**src/rtl/hazard_scoreboard.sv**
```systemverilog
// Hazard/stall controller for the F/D/E/M/W pipeline: tracks dst/Tnew tags of E, M, W,
// derives D-stage stalls and forward selects, and times the multi-cycle mult/div unit.
module hazard_scoreboard #(
    parameter int REG_AW   = 5,
    parameter int TW       = 2,
    parameter int MULT_CYC = 5,
    parameter int DIV_CYC  = 10,
    parameter int CNT_W    = 16
) (
    input  logic              clk,
    input  logic              reset_n,
    input  logic              d_valid,
    input  logic              d_rs_used,
    input  logic [REG_AW-1:0] d_rs_addr,
    input  logic [TW-1:0]     d_rs_tuse,
    input  logic              d_rt_used,
    input  logic [REG_AW-1:0] d_rt_addr,
    input  logic [TW-1:0]     d_rt_tuse,
    input  logic [REG_AW-1:0] d_dst_addr,
    input  logic [TW-1:0]     d_tnew,
    input  logic              d_is_md,
    input  logic              d_md_start,
    input  logic              d_md_is_div,
    output logic              stall,
    output logic              e_flush,
    output logic [1:0]        fwd_rs_sel,
    output logic [1:0]        fwd_rt_sel,
    output logic              md_busy,
    output logic [REG_AW-1:0] e_dst,
    output logic [REG_AW-1:0] m_dst,
    output logic [REG_AW-1:0] w_dst,
    output logic [CNT_W-1:0]  stall_cnt
);

    localparam int MD_MAX = (MULT_CYC > DIV_CYC) ? MULT_CYC : DIV_CYC;
    localparam int MD_W   = $clog2(MD_MAX + 1);

    localparam logic [1:0] SEL_GRF = 2'd0;
    localparam logic [1:0] SEL_E   = 2'd1;
    localparam logic [1:0] SEL_M   = 2'd2;
    localparam logic [1:0] SEL_W   = 2'd3;

    logic [REG_AW-1:0] e_dst_r, m_dst_r, w_dst_r;
    logic [TW-1:0]     e_tnew_r, m_tnew_r, w_tnew_r;
    logic [MD_W-1:0]   md_cnt_r;
    logic [CNT_W-1:0]  stall_cnt_r;
    logic              rs_haz_s, rt_haz_s, md_haz_s, stall_s, md_busy_s;
    logic [1:0]        rs_sel_s, rt_sel_s;

    function automatic logic [TW-1:0] sat_dec(input logic [TW-1:0] x);
        if (x == {TW{1'b0}}) begin
            return {TW{1'b0}};
        end else begin
            return x - TW'(1);
        end
    endfunction

    // Returns {hazard, fwd_sel}; only the youngest matching stage is considered.
    function automatic logic [2:0] src_eval(
        input logic              valid,
        input logic              used,
        input logic [REG_AW-1:0] addr,
        input logic [TW-1:0]     tuse,
        input logic [REG_AW-1:0] ed, input logic [TW-1:0] et,
        input logic [REG_AW-1:0] md, input logic [TW-1:0] mt,
        input logic [REG_AW-1:0] wd, input logic [TW-1:0] wt
    );
        logic          hit;
        logic [TW-1:0] tn;
        logic [1:0]    code;
        hit  = 1'b0;
        tn   = {TW{1'b0}};
        code = SEL_GRF;
        if (valid && used && (addr != {REG_AW{1'b0}})) begin
            if (ed == addr) begin
                hit = 1'b1; tn = et; code = SEL_E;
            end else if (md == addr) begin
                hit = 1'b1; tn = mt; code = SEL_M;
            end else if (wd == addr) begin
                hit = 1'b1; tn = wt; code = SEL_W;
            end else begin
                hit = 1'b0;
            end
        end else begin
            hit = 1'b0;
        end
        if (hit && (tn == {TW{1'b0}})) begin
            return {1'b0, code};
        end else if (hit && (tn > tuse)) begin
            return {1'b1, SEL_GRF};
        end else begin
            return {1'b0, SEL_GRF};
        end
    endfunction

    // Hazard detection and forward selection from the D-stage sources and stage tags.
    always_comb begin
        rs_haz_s = 1'b0;
        rs_sel_s = SEL_GRF;
        rt_haz_s = 1'b0;
        rt_sel_s = SEL_GRF;
        {rs_haz_s, rs_sel_s} = src_eval(d_valid, d_rs_used, d_rs_addr, d_rs_tuse,
                                        e_dst_r, e_tnew_r, m_dst_r, m_tnew_r, w_dst_r, w_tnew_r);
        {rt_haz_s, rt_sel_s} = src_eval(d_valid, d_rt_used, d_rt_addr, d_rt_tuse,
                                        e_dst_r, e_tnew_r, m_dst_r, m_tnew_r, w_dst_r, w_tnew_r);
        md_busy_s = (md_cnt_r != {MD_W{1'b0}});
        md_haz_s  = d_valid & d_is_md & md_busy_s;
        stall_s   = rs_haz_s | rt_haz_s | md_haz_s;
    end

    // Stage tag shift pipeline; a stalled or empty D inserts a null tag into E.
    always_ff @(posedge clk or negedge reset_n) begin
        if (!reset_n) begin
            e_dst_r  <= {REG_AW{1'b0}};
            e_tnew_r <= {TW{1'b0}};
            m_dst_r  <= {REG_AW{1'b0}};
            m_tnew_r <= {TW{1'b0}};
            w_dst_r  <= {REG_AW{1'b0}};
            w_tnew_r <= {TW{1'b0}};
        end else begin
            w_dst_r  <= m_dst_r;
            w_tnew_r <= sat_dec(m_tnew_r);
            m_dst_r  <= e_dst_r;
            m_tnew_r <= sat_dec(e_tnew_r);
            if (stall_s || !d_valid) begin
                e_dst_r  <= {REG_AW{1'b0}};
                e_tnew_r <= {TW{1'b0}};
            end else begin
                e_dst_r  <= d_dst_addr;
                e_tnew_r <= d_tnew;
            end
        end
    end

    // Mult/div busy counter; a start while busy is stalled, so load never meets decrement.
    always_ff @(posedge clk or negedge reset_n) begin
        if (!reset_n) begin
            md_cnt_r <= {MD_W{1'b0}};
        end else if (d_valid && d_md_start && !stall_s) begin
            md_cnt_r <= d_md_is_div ? MD_W'(DIV_CYC) : MD_W'(MULT_CYC);
        end else if (md_busy_s) begin
            md_cnt_r <= md_cnt_r - MD_W'(1);
        end else begin
            md_cnt_r <= md_cnt_r;
        end
    end

    // Saturating stalled-cycle performance counter.
    always_ff @(posedge clk or negedge reset_n) begin
        if (!reset_n) begin
            stall_cnt_r <= {CNT_W{1'b0}};
        end else if (stall_s && (stall_cnt_r != {CNT_W{1'b1}})) begin
            stall_cnt_r <= stall_cnt_r + CNT_W'(1);
        end else begin
            stall_cnt_r <= stall_cnt_r;
        end
    end

    assign stall      = stall_s;
    assign e_flush    = stall_s;
    assign fwd_rs_sel = rs_sel_s;
    assign fwd_rt_sel = rt_sel_s;
    assign md_busy    = md_busy_s;
    assign e_dst      = e_dst_r;
    assign m_dst      = m_dst_r;
    assign w_dst      = w_dst_r;
    assign stall_cnt  = stall_cnt_r;

endmodule
```
**config.mk**
```make
export PLATFORM = sky130hd
export DESIGN_NAME = hazard_scoreboard
export DESIGN_NICKNAME = d
export VERILOG_FILES = /design/src/rtl/hazard_scoreboard.sv
export SDC_FILE = /design/constraint.sdc
export NUM_CORES = 1
export LEC_CHECK = 0
export CELL_PAD_IN_SITES_DETAIL_PLACEMENT = 1
export CELL_PAD_IN_SITES_GLOBAL_PLACEMENT = 2
export CORE_AREA = 2 2 93 95
export CTS_BUF_LIST = sky130_fd_sc_hd__clkbuf_4
export CTS_CLUSTER_SIZE = 10
export DETAILED_ROUTE_END_ITERATION = 12
export DIE_AREA = 0 0 95 97
export HOLD_SLACK_MARGIN = 0.12
export PLACE_DENSITY = 0.85
export SLEW_MARGIN = 20
export SYNTH_ARGS = -nofsm -noshare
export SYNTH_HDL_FRONTEND = slang
export SYNTH_SLANG_ARGS = --single-unit
```
**constraint.sdc**
```tcl
create_clock -name clk -period 3.75 [get_ports clk]
set_input_delay 0.5625 -clock clk [delete_from_list [all_inputs] [get_ports clk]]
set_output_delay 0.5625 -clock clk [all_outputs]
set_load 0.02 [all_outputs]
```
==> results_dict.tcl <==
set metrics [dict create \
    min_period_ns 3.64 \
    dp_slack_ns -0.761 \
    slew_violations 0 \
    yosysTopAreaCell "dfrtp_1" \
    start_kind "input pin" \
    final_cells 465 \
    crit_path_cell_trace "buf_2, or4_4, o211ai_4, buf_4, buf_4, a31oi_1, o31ai_2, ha_1, nand2_2, o21ai_2, a211o_1, a21o_1, o211ai_1, buf_4, buf_6" \
    synth_most_common_cell "dfrtp_1" \
    synth.top_cells.by_count "41 x dfrtp_1, 32 x xor2_1, 17 x nor2_1" \
    yosys_warnings 0 \
    synth_edf_count 0 \
    core_area_um2 8130 \
    avgSynthCellArea_um2 10.2 \
    critical_path_class "input pin to output port" \
    antenna_left 0 \
    worstPathArrival_ns 3.07 \
    wl_per_cell_um 16.4 \
    final_net_count 395 \
    placed_cells 450 \
    antenna_found_initial 0 \
    relSlewSlack 0.364 \
    cts-root-buf "clkbuf_4" \
    syn_inst 241 \
    async_flop_share 1.00 \
    grtUsageTotal 0.174 \
    synth_nets 277 \
    p_leak_nw 1.70 \
    max-cap-violations 0 \
    via_per_inst 4.75 \
    grt_pass1_vias 2454 \
    max_freq_mhz 275 \
    dieWidth_um 95 \
    via_count 2210 \
    drcViolationCount 0 \
    worst_pin_slew_ns 0.953 \
    path_common_cell "buf_4" \
    first_pass_iters 4 \
    outcome "finished, final reports clean" \
    r2r_end "stall_cnt[11]" \
    clock_path_buffers 2 \
    r2r_cells 14 \
    area_growth_pct 55.7 \
    cp_slowest_cell "or4_4" \
    initial_core_util 0.304 \
    fin_ws_ns 0.113 \
    r2r_slack_ns 0.35 \
    cp_max_fo 4 \
    synth-seq-cells 41 \
    layout-drive-gt1-share 0.336 \
    design.die.area_um2 9220 \
    skew_ns 0.0162 \
    max_stage_delay_ns 0.55 \
    setup-violations-final 0 \
    port_buffers 66 \
    synthTopCellsByArea "dfrtp_1 42%, xor2_1 11%, xnor2_1 5.0%" \
    ys.flop_type "dfrtp_1" \
    irDropWorstVdd_mv 0.163 \
    finalCritPeriodShare 0.970 \
    cts_buffers 5 \
    placed_cell_area_um2 3530 \
    worstReg2RegStart "e_dst[4]" \
    yosys.cell_types.count 46 \
    cts_tree "yes" \
    fillCellCount 924 \
    ios 67 \
    diodes 0 \
    cp-end-kind "output port" \
    cts_sinks 41 \
    hold_viol 0 \
    grt_pass1_wl_mm 12.5 \
    final_cell_area_um2 3850 \
    yosysTopAreaCellShare 0.415 \
    dr.first_iter.drc_count 40 \
    row_count 33 \
    seq_area_frac_synth 0.415 \
    syn_area_um2 2470 \
    fin_setup_tns_ns 0 \
    place_hpwl_mm 6.00 \
    power_density_nw_per_um2 381 \
    clk_latency_ns 0.34 \
    critPathRequiredTime_ns 3.19 \
    die_height_um 97 \
    total_power_w 0.00146 \
    cts_htree_levels 2 \
    gp_congestion 0.837 \
    worst_hold_path_type "input pin to async pin" \
    grt-ovfl-total 0 \
    path_clk_slew_ns 0.13 \
    cts_hold_buf 0 \
    routed_wl_mm 7.65 \
    grt_max_degree 42 \
]
==> registers in the layout, indices dropped and copies added, names as in the netlist <==
name / flops
w_dst: 5
md_cnt_r: 4
m_dst: 5
e_dst: 5
stall_cnt: 16
w_tnew_r: 2
e_tnew_r: 2
m_tnew_r: 2
==> layout by cell type (no fill, tap or decap), drive strengths merged, types with 6 or more instances in the layout <==
cell type / count
inv: 15
clkdlybuf4s50: 51
nor3: 14
nand3: 16
xnor2: 14
nor2: 17
and2: 12
dfrtp: 41
nand2: 15
xor2: 32
clkbuf: 12
ha: 7
buf: 53
and3: 6
==> area by class of cell <==
class                           instances  area, µm²  share of cell area
Multi-Input combinational cell        182       1570               0.407
Sequential cell                        41       1030               0.267
Timing Repair Buffer                  114        985               0.256
Tap cell                              105        131              0.0342
Inverter                               15       56.3              0.0146
Clock buffer                            6       45.0              0.0117
Clock inverter                          2       33.8             0.00878
==> kinds of logic (layout without fill, tap and decap cells) <==
kind of cell,Yosys count,after routing,synth area share
DFF,41,41,0.415
xor gates and xnor gates,46,46,0.163
buffers and inverters,18,137,0.0350
muxes,6,6,0.0294
AOI/OAI and AO/OA,30,30,0.101
adders and majority gates,7,7,0.0355
and+or+nand+nor,93,93,0.221
==> worst max-delay path: cells and delay by family <==
family | cells | cell delay (ns)
buffers and inverters | 5 | 0.64
adder cells (fa/ha/maj) | 1 | 0.29
AND/OR/NAND/NOR | 2 | 0.61
AO/OA/AOI/OAI | 7 | 0.95
==> how the worst max path moves through the flow <==
stage                  from      end  slack [ns]  cells after the start
2_1_floorplan  d_rs_addr[1]    stall        0.17                     11
3_3_place_gp   d_rt_addr[0]    stall       -0.73                     13
3_5_place_dp   d_rt_addr[1]  e_flush       -0.76                     14
4_1_cts            m_dst[4]  e_flush       0.002                     14
5_1_grt            m_dst[3]  e_flush       -0.02                     13
6_report       d_rt_addr[3]  e_flush        0.11                     15
==> power breakdown <==
group	switching, W	internal, W	total (W)
clock network	0.000150	0.000146	0.000296
registers	0.0000830	0.000510	0.000593
logic	0.000289	0.000286	0.000575
total	0.000522	0.000943	0.00146
==> routing by layer <==
layer,part of all wire,GRT usage
met1,0.46,0.240
met2,0.50,0.290
met3,0.017,0.0164
met4,0.013,0.0479
met5,0,0
==> through the flow <==
stage / hold slack (ns) / util
6_report: 0.340 / 0.473
5_1_grt: 0.408 / 0.473
4_1_cts: 0.380 / 0.448
3_3_place_gp: 0.415 / 0.435
2_1_floorplan: 0.267 / -
3_5_place_dp: 0.417 / 0.435
==> repair_timing <==
item / CTS / global route
endpoints found under the hold margin: 0 / 0
gates resized for setup: 28 / 52
pin swaps: 8 / 18
setup endpoints to repair: 14 / 14
setup buffers: 3 / 4
Note: power is estimated with default switching activity, not from simulation.
